$ cat config.mk
export PLATFORM = sky130hd
export DESIGN_NAME = l2_arbiter
export DESIGN_NICKNAME = d
export VERILOG_FILES = /design/src/rtl/l2_arb_pkg.sv /design/src/rtl/rr_pick2.sv /design/src/rtl/l2_arbiter.sv
export SDC_FILE = /design/constraint.sdc
export NUM_CORES = 1
export LEC_CHECK = 0
export BUFFER_PORTS_ARGS = -buffer_cell sky130_fd_sc_hd__buf_2
export CAP_MARGIN = 30
export CORE_AREA = 2 2 337 339
export DETAILED_ROUTE_END_ITERATION = 8
export DIE_AREA = 0 0 339 341
export PLACE_DENSITY_LB_ADDON = 0.2
export SYNTH_ARGS = -nofsm -noshare
export SYNTH_HDL_FRONTEND = slang
export SYNTH_HIERARCHICAL = 1
export SYNTH_SLANG_ARGS = --single-unit
$ cat constraint.sdc
create_clock -name clk -period 2.5 [get_ports clk]
set_clock_uncertainty 0.15 [all_clocks]
set_input_delay 0.375 -clock clk [delete_from_list [all_inputs] [get_ports clk]]
set_output_delay 0.375 -clock clk [all_outputs]
set_load 0.005 [all_outputs]
$ cat src/rtl/l2_arb_pkg.sv
// Shared encodings for the I/D-side L2 arbiter: FSM states, owner ids and
// operation codes, plus the read-wins operation decode.
package l2_arb_pkg;

    typedef enum logic [1:0] {
        IDLE = 2'd0,
        BUSY = 2'd1,
        RESP = 2'd2
    } arb_state_t;

    typedef enum logic {
        OWN_I = 1'b0,
        OWN_D = 1'b1
    } owner_t;

    typedef enum logic {
        OP_RD = 1'b0,
        OP_WR = 1'b1
    } op_t;

    // Only consulted for a side that is requesting, so read low implies write.
    function automatic op_t decode_op(input logic read);
        return read ? OP_RD : OP_WR;
    endfunction

endpackage

$ cat src/rtl/rr_pick2.sv
// Combinational two-way round-robin picker: a lone requester always wins,
// a tie goes to whichever side was not granted last time.
module rr_pick2
    import l2_arb_pkg::*;
(
    input  logic [1:0] req,
    input  owner_t     last,
    output logic       gnt_valid,
    output owner_t     gnt_id
);

    always_comb begin
        gnt_valid = |req;
        gnt_id    = OWN_I;
        if (req == 2'b11) begin
            gnt_id = (last == OWN_I) ? OWN_D : OWN_I;
        end else if (req[1]) begin
            gnt_id = OWN_D;
        end
    end

endmodule

$ cat src/rtl/l2_arbiter.sv
// Round-robin arbiter sharing one L2 between the instruction and data L1s,
// one transaction at a time. Define L2_ARB_STATS_EN for grant/conflict counters.
module l2_arbiter
    import l2_arb_pkg::*;
#(
    parameter int ADDR_W = 30,
    parameter int LINE_W = 128
) (
    input  logic              clk,
    input  logic              reset,

    input  logic              i_read,
    input  logic              i_write,
    input  logic [ADDR_W-1:0] i_addr,
    input  logic [LINE_W-1:0] i_wdata,
    output logic [LINE_W-1:0] i_rdata,
    output logic              i_ready,
    output logic              i_stall,

    input  logic              d_read,
    input  logic              d_write,
    input  logic [ADDR_W-1:0] d_addr,
    input  logic [LINE_W-1:0] d_wdata,
    output logic [LINE_W-1:0] d_rdata,
    output logic              d_ready,
    output logic              d_stall,

    output logic              l2_read,
    output logic              l2_write,
    output logic [ADDR_W-1:0] l2_addr,
    output logic [LINE_W-1:0] l2_wdata,
    input  logic [LINE_W-1:0] l2_rdata,
    input  logic              l2_ready,
    input  logic              l2_stall
);

    arb_state_t        state;
    arb_state_t        next_state;
    owner_t            owner_q;
    owner_t            last_grant;
    op_t               op_q;
    logic [ADDR_W-1:0] addr_q;
    logic [LINE_W-1:0] wdata_q;

    logic   i_req;
    logic   d_req;
    logic   gnt_valid;
    owner_t gnt_id;
    logic   grant;
    logic   l2_stall_unused;

    assign i_req = i_read | i_write;
    assign d_req = d_read | d_write;

    // Sequencing relies solely on l2_ready; the busy flag carries no extra information.
    assign l2_stall_unused = l2_stall;

    rr_pick2 u_pick (
        .req       ({d_req, i_req}),
        .last      (last_grant),
        .gnt_valid (gnt_valid),
        .gnt_id    (gnt_id)
    );

    assign grant = (state == IDLE) && gnt_valid;

    always_ff @(posedge clk) begin
        if (reset) begin
            state <= IDLE;
        end else begin
            state <= next_state;
        end
    end

    always_comb begin
        next_state = state;
        case (state)
            IDLE:    if (gnt_valid) next_state = BUSY;
            BUSY:    if (l2_ready)  next_state = RESP;
            RESP:    next_state = IDLE;
            default: next_state = IDLE;
        endcase
    end

    // Request fields are latched at grant so L2 sees a stable request even if
    // the requester misbehaves; read data lands in the owner's return register.
    always_ff @(posedge clk) begin
        if (reset) begin
            owner_q    <= OWN_I;
            last_grant <= OWN_D;
            op_q       <= OP_RD;
            addr_q     <= '0;
            wdata_q    <= '0;
            i_rdata    <= '0;
            d_rdata    <= '0;
        end else begin
            if (grant) begin
                owner_q    <= gnt_id;
                last_grant <= gnt_id;
                if (gnt_id == OWN_I) begin
                    op_q    <= decode_op(i_read);
                    addr_q  <= i_addr;
                    wdata_q <= i_wdata;
                end else begin
                    op_q    <= decode_op(d_read);
                    addr_q  <= d_addr;
                    wdata_q <= d_wdata;
                end
            end
            if ((state == BUSY) && l2_ready && (op_q == OP_RD)) begin
                if (owner_q == OWN_I) begin
                    i_rdata <= l2_rdata;
                end else begin
                    d_rdata <= l2_rdata;
                end
            end
        end
    end

    // The request is dropped in the l2_ready cycle so L2 cannot re-sample it
    // as it returns to idle.
    always_comb begin
        l2_read  = (state == BUSY) && (op_q == OP_RD) && !l2_ready;
        l2_write = (state == BUSY) && (op_q == OP_WR) && !l2_ready;
        i_ready  = (state == RESP) && (owner_q == OWN_I);
        d_ready  = (state == RESP) && (owner_q == OWN_D);
        i_stall  = i_req && !i_ready;
        d_stall  = d_req && !d_ready;
    end

    assign l2_addr  = addr_q;
    assign l2_wdata = wdata_q;

`ifdef L2_ARB_STATS_EN
    logic [15:0] i_grant_cnt;
    logic [15:0] d_grant_cnt;
    logic [15:0] conflict_cnt;
    logic [15:0] i_grant_nxt;
    logic [15:0] d_grant_nxt;
    logic [15:0] conflict_nxt;

    always_comb begin
        i_grant_nxt  = i_grant_cnt  + {15'd0, gnt_id == OWN_I};
        d_grant_nxt  = d_grant_cnt  + {15'd0, gnt_id == OWN_D};
        conflict_nxt = conflict_cnt + {15'd0, i_req & d_req};
    end

    always_ff @(posedge clk) begin
        if (reset) begin
            i_grant_cnt  <= '0;
            d_grant_cnt  <= '0;
            conflict_cnt <= '0;
        end else if (grant) begin
            i_grant_cnt  <= i_grant_nxt;
            d_grant_cnt  <= d_grant_nxt;
            conflict_cnt <= conflict_nxt;
            $display("L2ARB : I/D/conflict = %d/%d/%d", i_grant_nxt, d_grant_nxt, conflict_nxt);
        end
    end
`endif

endmodule

**After elaboration in Yosys (flattened, before gate mapping)**

Index checks and enable logic that the tools add are counted.

- Add/subtract/negate cells: 0
- Multiply operators: 0
- Divide/modulo/power cells: 0
- Order comparisons: 0
- Eq/ne operators: 5
- Shifts and indexed selects: 0
- Muxes and demuxes: 11
- Bitwise operators: 4
- Reduce and logical (&&, ||, !) cells: 19

Operator list:

| kind | number |
|---|---|
| $mux 128 | 1 |
| $mux 30 | 1 |
| $logic_and 1x1->1 | 11 |
| $mux 1 | 6 |
| $reduce_and 2->1 | 3 |
| $eq 2x2->1 const B | 2 |
| $mux 2 | 2 |
| $ne 2x2->1 const B | 2 |
| $pmux 2 s2 | 1 |
| $logic_not 1->1 | 3 |
| $eq 2x1->1 const B | 1 |
| $logic_not 2->1 | 1 |
| $not 1->1 | 2 |
| $or 1x1->1 | 2 |
| $reduce_or 2->1 | 1 |

- Flip-flop bits (word level): 419
- Latch bits: 0
- Memory bits (writable): 0
- ROM bits: 0
- Input bits: 452
- Output and inout port bits: 420
- Word-level logic and storage cells: 47
- Memories: 0

**Longest topological paths before layout**

Gate-level depths: netlist of run 1.

- Depth in word-level cells: 4
- Gate-level depth with buffers: 7
- Mapped depth without buffers: 5

**Hierarchy**

Netlist of run 1, hierarchy kept.

Modules (own cells, without submodules):

| module | instances | cells each | area an instance (sq um) | sequential area each (sq um) |
|---|---|---|---|---|
| l2_arbiter | 1 | 1705 | 17611.9 | 8388.0 |
| rr_pick2 | 1 | 2 | 13.8 | 0.0 |

**Worst setup path after synthesis of run 1**

OpenSTA, ideal clock, no wires.

- Kind: input -> register
- Start point: input i_write
- End point: register wdata_q[27] (netlist: l2_wdata[27])
- Library setup time: 0.138 ns
- Arrival: 1.677 ns
- Data required time: 2.212 ns
- Path slack: 0.536 ns
- Stages on the path: 6
- Buffers on the path: 2
- Path through: or2_2 a21boi_1 buf_2 clkbuf_1 mux2i_1 a211oi_1

- Word-level cells in the longest chain between the ends: 4
- Elaborated cells between the ends (all ways): 6
- Classes of those cells: 1 x eq/ne; 2 x mux; 1 x bitwise; 2 x reduce/logical

RTL lines:

| item | line | RTL |
|---|---|---|
| from (decl) | l2_arbiter.sv:13 | `input logic i_write,` |
| $or 1x1->1 | l2_arbiter.sv:52 | `assign i_req = i_read \| i_write;` |
| $eq 2x2->1 | rr_pick2.sv:15 | `if (req == 2'b11) begin` |
| $mux 1 | rr_pick2.sv:15 |  |
| net gnt_id | l2_arbiter.sv:48 | `owner_t gnt_id;` |
| $mux 128 | l2_arbiter.sv:100 | `if (gnt_id == OWN_I) begin` |
| to (signal assigned) | l2_arbiter.sv:103 | `wdata_q <= i_wdata;` |
| to (signal assigned) | l2_arbiter.sv:107 | `wdata_q <= d_wdata;` |
| to (decl) | l2_arbiter.sv:43 | `logic [LINE_W-1:0] wdata_q;` |

The timed path passes the listed nets, and every way through them passes these cells.
A chain may end at the register's enable or synchronous reset.

**Worst setup path after layout of run 1**

- Start point: register last_grant
- End point: register wdata_q[56] (netlist: l2_wdata[56])

- Word-level cells in the longest chain between the ends: 3

RTL lines:

| item | line | RTL |
|---|---|---|
| from (decl) | l2_arbiter.sv:40 | `owner_t last_grant;` |
| from (signal assigned) | l2_arbiter.sv:99 | `last_grant <= gnt_id;` |
| $mux 1 | rr_pick2.sv:16 | `gnt_id = (last == OWN_I) ? OWN_D : OWN_I;` |
| $mux 1 | rr_pick2.sv:15 |  |
| net gnt_id | l2_arbiter.sv:48 |  |
| $mux 128 | l2_arbiter.sv:100 |  |

The timed path passes the listed nets, and every way through them passes these cells.

==> flow_metrics.tcl, run 1 <==
set metrics [dict create \
    r2r-start "last_grant$_SDFFE_PP1P_" \
    crit_path_max_incr_delay_ns 0.56 \
    whs_ns 0.0335 \
    drcViolationCount 0 \
    ys_seq_area_share_pct 47.6 \
    cts_resized 0 \
    cts_tree "built" \
    globalRouteTotalUtil_pct 12.7 \
    power_leakage_nw 13.7 \
    rsz0062_at_grt "no" \
    instances_no_fill 4441 \
    syn_inst 1707 \
    path_depth 7 \
    critical_path_class "reg2reg" \
    finalPower_mw 18.2 \
    r2r_cells 7 \
    crit_path_end_kind "flop" \
    routabilityCongestion 0.781 \
    tns_ns 0 \
    yosys.area.top_type "dfxtp_1" \
    async_reset_ff_share_pct 0 \
    grt_pass1_vias 16700 \
    cp.arrival_ns 2.68 \
    place_hpwl_um 59200 \
    dp.cells 4008 \
    status "completed" \
    yosys_warnings 6 \
    wl_per_cell_um 17.3 \
    crit_chain "a21boi_4 > buf_12 > buf_12 > buf_4 > mux2i_1 > dlygate4sd3_1 > a211oi_1" \
    htreeDepth 2 \
    cpMostUsedCell "buf_12" \
    synth_top_cell_area_share_pct 47.6 \
    hold_viol 0 \
    synth_nets 2159 \
    grt.overflow.total 0 \
    routed_wl_um 76700 \
    grt_pass1_wl_um 111000 \
    final_antenna_net_count 0 \
    worst_path_max_delay_cell "dlygate4sd3_1" \
    yosysUniqueCellTypes 25 \
    yosysMostFrequentCell "dfxtp_1" \
    syn_to_final_growth_pct 65.1 \
    maxSlewViolCount 0 \
    synth_area_leaders "dfxtp_1 (48%), mux2i_1 (24%), nand2b_1 (14%), a211oi_1 (6.7%), nor2_1 (3.4%)" \
    min_period_over_period_pct 92.6 \
    cp_top_family "buffers and inverters" \
    die_area_um2 116000 \
    cap_viol_max_count 0 \
    synthFlopType "dfxtp_1" \
    grt_max_degree 80 \
    whs_path_depth 3 \
    synth-edff-count 0 \
    min_period_ns 2.32 \
    start_util_pct 15.8 \
    max_freq_mhz 432 \
    portBuffers 870 \
    peakVddDrop_mv 0.300 \
    dieWidth_um 339 \
    pre_cts_slack_ns 0.180 \
    ios 872 \
    dr.pass1.iters 4 \
    synth_area_per_cell_um2 10.3 \
    reg2reg_slack_ns 0.18 \
    vias 16400 \
    setup_ws_ns 0.184 \
    placed_area_um2 24100 \
    power.density_nw_per_um2 627 \
    rows 123 \
    finalSetupViolations 0 \
    clkLatencyLatePin_ns 0.61 \
    hold_end "l2_wdata[80]$_SDFFE_PP0P_" \
    min_path_type "in2reg" \
    initialDrtViolationCount 478 \
    multi_input_area_um2 8550 \
    r2r_end "l2_wdata[56]$_SDFFE_PP0P_" \
    core_area_um2 112000 \
    synth-seq-cells 419 \
    critPathMaxFanout 22 \
    final_area_um2 29100 \
    antenna_found_initial 6 \
    clock-sinks 419 \
    via_per_inst 3.69 \
    register_area_um2 8390 \
    required_ns 2.86 \
    drive_above_1_share_pct 35.0 \
    utilization_pct 26.0 \
    ys_top_cells_by_count "dfxtp_1 (419), mux2i_1 (415), nand2b_1 (385)" \
    worstMarginPinSlew_ns 0.556 \
    hp-start "d_wdata[80]" \
    nFillCells 12200 \
    start_kind "flop" \
    numCtsBuffers 52 \
    die_y_um 341 \
    cts-root-buf "clkbuf_16" \
    critPathBufInv 4 \
    clk_pin_slew_worst_paths_ns 0.06 \
    syn_area_um2 17600 \
    clk_path_buf_depth 3 \
    final_nets 3354 \
    maxSlewHeadroom_pct 62.9 \
]
[per-layer routing]
layer  global-route usage (%)  vias to the layer above  part of all wire, %
met2                     21.2                      591                   47
met1                     15.1                     7418                   42
met4                     5.75                        0                  4.6
met3                     3.57                      120                  6.6
met5                        0                        -                    0
li1                         -                     8254                    -
[final cells by class]
cell class | instances | share of cell area, %
Tap cell | 1500 | 6.45
Clock buffer | 80 | 5.32
Antenna cell | 5 | 0.0430
Clock inverter | 8 | 0.262
Multi-Input combinational cell | 1144 | 29.4
Sequential cell | 419 | 28.8
Timing Repair Buffer | 1285 | 29.7
[cells in the final DEF, fill, tap and decap left out, types with 2 or more instances in the layout]
cell type,instances
nor2b_1,2
nand2_1,5
buf_2,869
a21oi_1,3
dfxtp_1,419
clkbuf_1,15
nor3b_2,2
clkbuf_8,12
mux2i_1,415
or2_2,2
clkinv_2,4
inv_6,3
a211oi_1,158
buf_12,25
dlygate4sd3_1,340
nor2_1,159
diode_2,5
clkbuf_16,53
nor3b_1,3
nand2b_1,385
buf_4,50
[worst min-delay path: stages]
cell and delay [ns]:
buf_2 0.10, mux2i_1 0.17, a211oi_1 0.09
[timing repair]
item	in CTS	in global routing
hold buffers	340	0
endpoints found under the hold margin	367	0
setup buffers	0	0
[registers in the layout, summed over array words and instances, names as in the netlist]
register,count
d_rdata,128
l2_wdata,128
owner_q,1
state,2
l2_addr,30
i_rdata,128
op_q,1
last_grant,1
[how the worst max path moves through the flow]
stage                                  startpoint                    endpoint  slack (ns)
after detailed placement                  i_write  l2_wdata[112]$_SDFFE_PP0P_        0.18
final                     last_grant$_SDFFE_PP1P_   l2_wdata[56]$_SDFFE_PP0P_        0.18
after CTS                    owner_q$_SDFFE_PP0P_                     i_stall        0.09
after global placement                    i_write  l2_wdata[112]$_SDFFE_PP0P_        0.21
after floorplan                           i_write   l2_wdata[27]$_SDFFE_PP0P_        0.54
after global routing         owner_q$_SDFFE_PP0P_                     i_stall        0.04
[cells by family after synthesis]
family | after synthesis | synth area share [%]
compound gates | 163 | 6.91
simple gates | 566 | 17.9
buf+inv | 144 | 4.07
mux | 415 | 23.6
flops | 419 | 47.6
[report_power, final]
| group | internal [mW] | total, mW | switching [mW] | leakage (nW) |
|---|---|---|---|---|
| sequential | 7.12 | 7.36 | 0.240 | 3.43 |
| clock | 4.32 | 7.35 | 3.03 | 0.801 |
| combinational | 1.85 | 3.53 | 1.69 | 9.43 |
(Power assumes the default switching activity.)
==> run 2: changes to the inputs <==
- CORE_AREA: 2 2 337 339 -> 2 2 339 341
- DIE_AREA: 0 0 339 341 -> 0 0 341 343
- SYNTH_HIERARCHICAL: 1 -> unset
==> run 2 against run 1 <==
Against the previous run:
- fmax up 1.9%
- first-iteration DRC count up 69%
- routed wire length up 18%
- clock-buffer cell count down 4
- final cell count up 6.8%
- clock power up 6.5%
- synthesized area up 3.5%
- synthesized cell count up 13%
- hold slack better by 0.031 ns
==> flow_metrics.tcl, run 2 <==
set metrics [dict create \
    status "completed" \
    ys_top_cells_by_count "dfxtp_1 (419), nand2b_1 (386), mux2i_1 (256)" \
    max_freq_mhz 440 \
    critPathMaxFanout 7 \
    syn_to_final_growth_pct 69.4 \
    synth_area_leaders "dfxtp_1 (46%), mux2i_1 (14%), nand2b_1 (13%), a311oi_1 (7.6%), a21oi_1 (4.4%)" \
    clkLatencyLatePin_ns 0.61 \
    peakVddDrop_mv 0.428 \
    min_period_over_period_pct 90.9 \
    rsz0062_at_grt "no" \
    worst_path_max_delay_cell "dfxtp_1" \
    hp-start "d_addr[19]" \
    cap_viol_max_count 0 \
    start_util_pct 16.1 \
    synth-simple-area-share_pct 18.4 \
    layout_commonest_cell "buf_2" \
    synth-seq-cells 419 \
    via_per_inst 4.14 \
    power_leakage_nw 13.9 \
    wl_per_cell_um 19.1 \
    yosys_warnings 0 \
    grt.overflow.total 0 \
    synthFlopType "dfxtp_1" \
    dr.pass1.iters 5 \
    required_ns 1.98 \
    async_reset_ff_share_pct 0 \
    die_area_um2 117000 \
    htreeDepth 2 \
    worstMarginPinSlew_ns 0.611 \
    ys_seq_area_share_pct 46.0 \
    crit_path_max_incr_delay_ns 0.49 \
    crit_chain "and3b_1 > nor2_1 > buf_2" \
    synth-compound-area-share_pct 16.6 \
    start_kind "flop" \
    hold_viol 0 \
    clk_pin_slew_worst_paths_ns 0.06 \
    yosysUniqueCellTypes 28 \
    final_nets 3644 \
    final_antenna_net_count 0 \
    cp.arrival_ns 1.75 \
    maxSlewHeadroom_pct 59.3 \
    most-common-layout-cells "buf_2 (869), dlygate4sd3_1 (438), dfxtp_1 (418)" \
    clock-sinks 419 \
    crit_path_end_kind "primary output" \
    yosys.area.top_type "dfxtp_1" \
    min_period_ns 2.27 \
    cts_tree "built" \
    synth_area_per_cell_um2 9.41 \
    r2r-start "last_grant$_SDFFE_PP1P_" \
    yosysMostFrequentCell "dfxtp_1" \
    routed_wl_um 90800 \
    drcViolationCount 0 \
    synth_top_family_by_area "simple AND/OR/NAND/NOR gates" \
    maxSlewViolCount 0 \
    grt_pass1_vias 20000 \
    synth-edff-count 0 \
    die_y_um 343 \
    syn_inst 1937 \
    dieWidth_um 341 \
    critPathBufInv 1 \
    place_hpwl_um 65900 \
    min_path_type "in2reg" \
    synth_top_cell_area_share_pct 46.0 \
    clk_path_buf_depth 3 \
    routabilityCongestion 0.814 \
    grt_pass1_wl_um 131000 \
    portBuffers 870 \
    synth_nets 2389 \
    globalRouteTotalUtil_pct 14.6 \
    cts-root-buf "clkbuf_16" \
    utilization_pct 27.2 \
    grt_max_degree 78 \
    ios 872 \
    syn_area_um2 18200 \
    antenna_found_initial 2 \
    synth_mux_area_share_pct 14.1 \
    initialDrtViolationCount 810 \
    power.density_nw_per_um2 621 \
    vias 19700 \
    synthAdderAreaFrac_pct 0 \
    rows 124 \
    cp_top_family "simple AND/OR/NAND/NOR gates" \
    critPathLaunch "owner_q$_SDFFE_PP0P_" \
    drive_above_1_share_pct 33.2 \
    tns_ns 0 \
    core_area_um2 113000 \
    critical_path_class "reg2out" \
    finalSetupViolations 0 \
    numCtsBuffers 52 \
    synth_xor_area_share_pct 0 \
]
run 2: cell count changes in the layout (fill, tap and decap cells not counted), sizes merged, moves of 5 or more:
cell         delta
o21ai         +161
a311oi        +159
mux2i         -159
a211oi        -158
nand3         +158
a21oi         +157
nor2          -150
dlygate4sd3    +98
buf            +27
clkinv          +7
nand2           -5
run 2: final timing paths:
check | end | slack [ns] | cells after the start
hold reg to reg | i_rdata[26]$_SDFFE_PP0P_ | 0.32 | 2
hold / removal | l2_addr[19]$_SDFFE_PP0P_ | 0.06 | 3
setup reg to reg | l2_addr[23]$_SDFFE_PP0P_ | 0.30 | 6
setup / recovery | d_stall | 0.23 | 3
run 2: power breakdown:
part / internal (mW) / switching, mW / total, mW / leakage, nW
clock: 4.66 / 3.17 / 7.83 / 0.867
sequential: 7.15 / 0.279 / 7.43 / 3.43
combinational: 1.88 / 2.05 / 3.93 / 9.58
run 2: layer usage:
metal	track usage [%]	part of all wire, %
met5	0	0.0077
met4	4.06	2.6
met3	4.06	7.1
met2	24.9	48
met1	17.9	43
run 2: layout make-up:
cell class	count	area [µm²]
Tap cell	1512	1890
Clock inverter	16	199
Multi-Input combinational cell	1309	9020
Antenna cell	1	2.50
Sequential cell	419	8390
Clock buffer	76	1540
Fill cell	12300	82500
Timing Repair Buffer	1410	9850
run 2: kinds of logic after synthesis:
kind of cell | Yosys count
and+or+nand+nor | 568
AOI/OAI and AO/OA | 483
DFF | 419
muxes | 256
buffers and inverters | 211
run 2: through the flow:
step | hold WS, ns | std cells | setup WS [ns] | instance area [µm²] | power (mW)
4_1_cts | 0.00500 | 4740 | 0.0790 | 30900 | 19.5
2_1_floorplan | 0.315 | 1937 | 0.668 | 18200 | 9.07
3_5_place_dp | 0.309 | 4210 | 0.164 | 24700 | 10.9
5_1_grt | 0.0131 | 4743 | 0.133 | 30900 | 20.1
6_report | 0.0644 | 4743 | 0.228 | 30900 | 19.2
3_3_place_gp | 0.306 | 4210 | 0.184 | 24700 | 10.9
run 2: timing repair:
item                                   4_1_cts  5_1_grt
pin swaps                                    0        1
endpoints found under the hold margin      412        0
setup endpoints to repair                    2       12
buffers inserted                             0        0
cloned                                       0        2
hold buffers                               438        0
resized for setup                            1        2
run 2: worst min-delay path, stage by stage:
cell      delay, ns
buf_2          0.10
nand3_1        0.17
a311oi_1       0.12
==> run 3: changes to the inputs <==
- PLACE_DENSITY: unset -> 0.37
- PLACE_DENSITY_LB_ADDON: 0.2 -> unset
==> run 3 against run 2 <==
Against the previous run:
- the run now ends with setup timing left
- first-iteration DRC count up 3.5%
- critical endpoint is now l2_wdata[27]$_SDFFE_PP0P_
- critical path type is now in2reg
- largest power group unchanged
- die area unchanged
- core utilization decreased by 0.15 points
==> flow_metrics.tcl, run 3 (synthesized netlist as in run 2, its figures left out) <==
set metrics [dict create \
    die_area_um2 117000 \
    routabilityCongestion 0.803 \
    register_area_um2 8390 \
    min_period_ns 2.52 \
    dp.cells 4166 \
    layout_commonest_cell "buf_2" \
    setup_ws_ns -0.0196 \
    cap_viol_max_count 0 \
    r2r_end "l2_addr[12]$_SDFFE_PP0P_" \
    critical_path_class "in2reg" \
    power.density_nw_per_um2 636 \
    finalPower_mw 19.6 \
    peakVddDrop_mv 0.401 \
    r2r-start "state[1]$_SDFFE_PP0P_" \
    cts-root-buf "clkbuf_16" \
    start_kind "input port" \
    maxSlewHeadroom_pct 58.2 \
    nFillCells 12400 \
    worstMarginPinSlew_ns 0.620 \
    grt_pass1_wl_um 130000 \
    dieWidth_um 341 \
    grt_max_degree 92 \
    start_util_pct 16.1 \
    multi_input_area_um2 9010 \
    numCtsBuffers 52 \
    wl_per_cell_um 19.4 \
    place_hpwl_um 65200 \
    r2r_cells 5 \
    core_area_um2 113000 \
    hp-start "i_addr[28]" \
    clkLatencyLatePin_ns 0.62 \
    maxSlewViolCount 0 \
    initialDrtViolationCount 838 \
    clk_pin_slew_worst_paths_ns 0.06 \
    finalSetupViolations 3 \
    whs_ns 0.0453 \
    violations "setup timing" \
    rsz0062_at_grt "yes" \
    utilization_pct 27.1 \
    critPathLaunch "i_write" \
    cts_tree "built" \
    pre_cts_slack_ns 0.339 \
    syn_to_final_growth_pct 68.5 \
    crit_path_end_kind "flop" \
    min_period_over_period_pct 101 \
    instances_no_fill 4710 \
    hold_end "l2_addr[28]$_SDFFE_PP0P_" \
    min_path_type "in2reg" \
    dr.pass1.iters 7 \
    drive_above_1_share_pct 32.2 \
    most-common-layout-cells "buf_2 (869), dlygate4sd3_1 (442), dfxtp_1 (416)" \
    htreeDepth 2 \
    final_nets 3604 \
    via_per_inst 4.12 \
    cp.arrival_ns 2.87 \
    globalRouteTotalUtil_pct 14.6 \
    reg2reg_slack_ns 0.11 \
    portBuffers 870 \
    grt.overflow.total 0 \
    max_freq_mhz 397 \
    antenna_found_initial 12 \
    hold_viol 0 \
    required_ns 2.85 \
    status "complete, but fails checks" \
    die_y_um 343 \
    power_leakage_nw 13.9 \
    rows 124 \
    vias 19400 \
    drcViolationCount 0 \
    whs_path_depth 3 \
    ios 872 \
    grt_pass1_vias 19600 \
    critPathMaxFanout 84 \
    clock-sinks 419 \
    final_antenna_net_count 0 \
    routed_wl_um 91200 \
    clk_path_buf_depth 3 \
]
## run 3: cell types whose count changed in the layout (fill, tap and decap cells not counted), moves of 3 or more
cell,previous run,this run
diode_2,1,5
clkbuf_1,9,13
buf_12,27,30
buf_4,75,28
clkinv_2,9,4
dlygate4sd3_1,438,442
## run 3: final cells by class
| type | count | area share, % |
|---|---|---|
| Timing Repair Buffer | 1371 | 31.3 |
| Sequential cell | 419 | 27.3 |
| Clock inverter | 13 | 0.664 |
| Antenna cell | 5 | 0.0407 |
| Tap cell | 1512 | 6.16 |
| Multi-Input combinational cell | 1308 | 29.3 |
| Clock buffer | 82 | 5.19 |
## run 3: through the flow
| step | cell area, µm² | setup TNS [ns] |
|---|---|---|
| 4_1_cts | 30700 | 0 |
| 6_report | 30700 | -0.0343 |
| 3_5_place_dp | 24500 | 0 |
| 2_1_floorplan | 18200 | 0 |
| 5_1_grt | 30700 | -0.146 |
| 3_3_place_gp | 24500 | 0 |
## run 3: report_power, final
part	internal, mW	total, mW	leakage (nW)	switching (mW)
registers	7.15	7.44	3.43	0.287
clock network	4.87	8.08	0.883	3.21
logic	1.98	4.03	9.56	2.05
## run 3: timing repair
item | CTS | global route
buffers inserted | 0 | 1
endpoints found under the hold margin | 416 | 0
endpoints found under the setup margin | 0 | 66
hold buffers | 442 | 0
gates resized for setup | 0 | 6
## run 3: metal layers
layer	GRT usage, %	vias to the layer above	wire, µm
met5	0	-	103
met4	3.85	16	2230
met3	4.01	115	6510
met2	24.9	713	44000
met1	17.9	9164	38300
li1	-	9401	-
## run 3: critical path: stages
cell	delay, ns
dlygate4sd3_1	0.53
buf_2	0.20
or4_4	0.54
buf_12	0.23
a21oi_1	0.24
a311oi_1	0.07
dlygate4sd3_1	0.59
## run 3: worst max path at each step
| stage | to |
|---|---|
| 6_report | l2_wdata[27]$_SDFFE_PP0P_ |
| 4_1_cts | l2_addr[7]$_SDFFE_PP0P_ |
| 2_1_floorplan | l2_addr[0]$_SDFFE_PP0P_ |
| 3_3_place_gp | l2_wdata[40]$_SDFFE_PP0P_ |
| 5_1_grt | l2_addr[12]$_SDFFE_PP0P_ |
| 3_5_place_dp | d_rdata[19]$_SDFFE_PP0P_ |
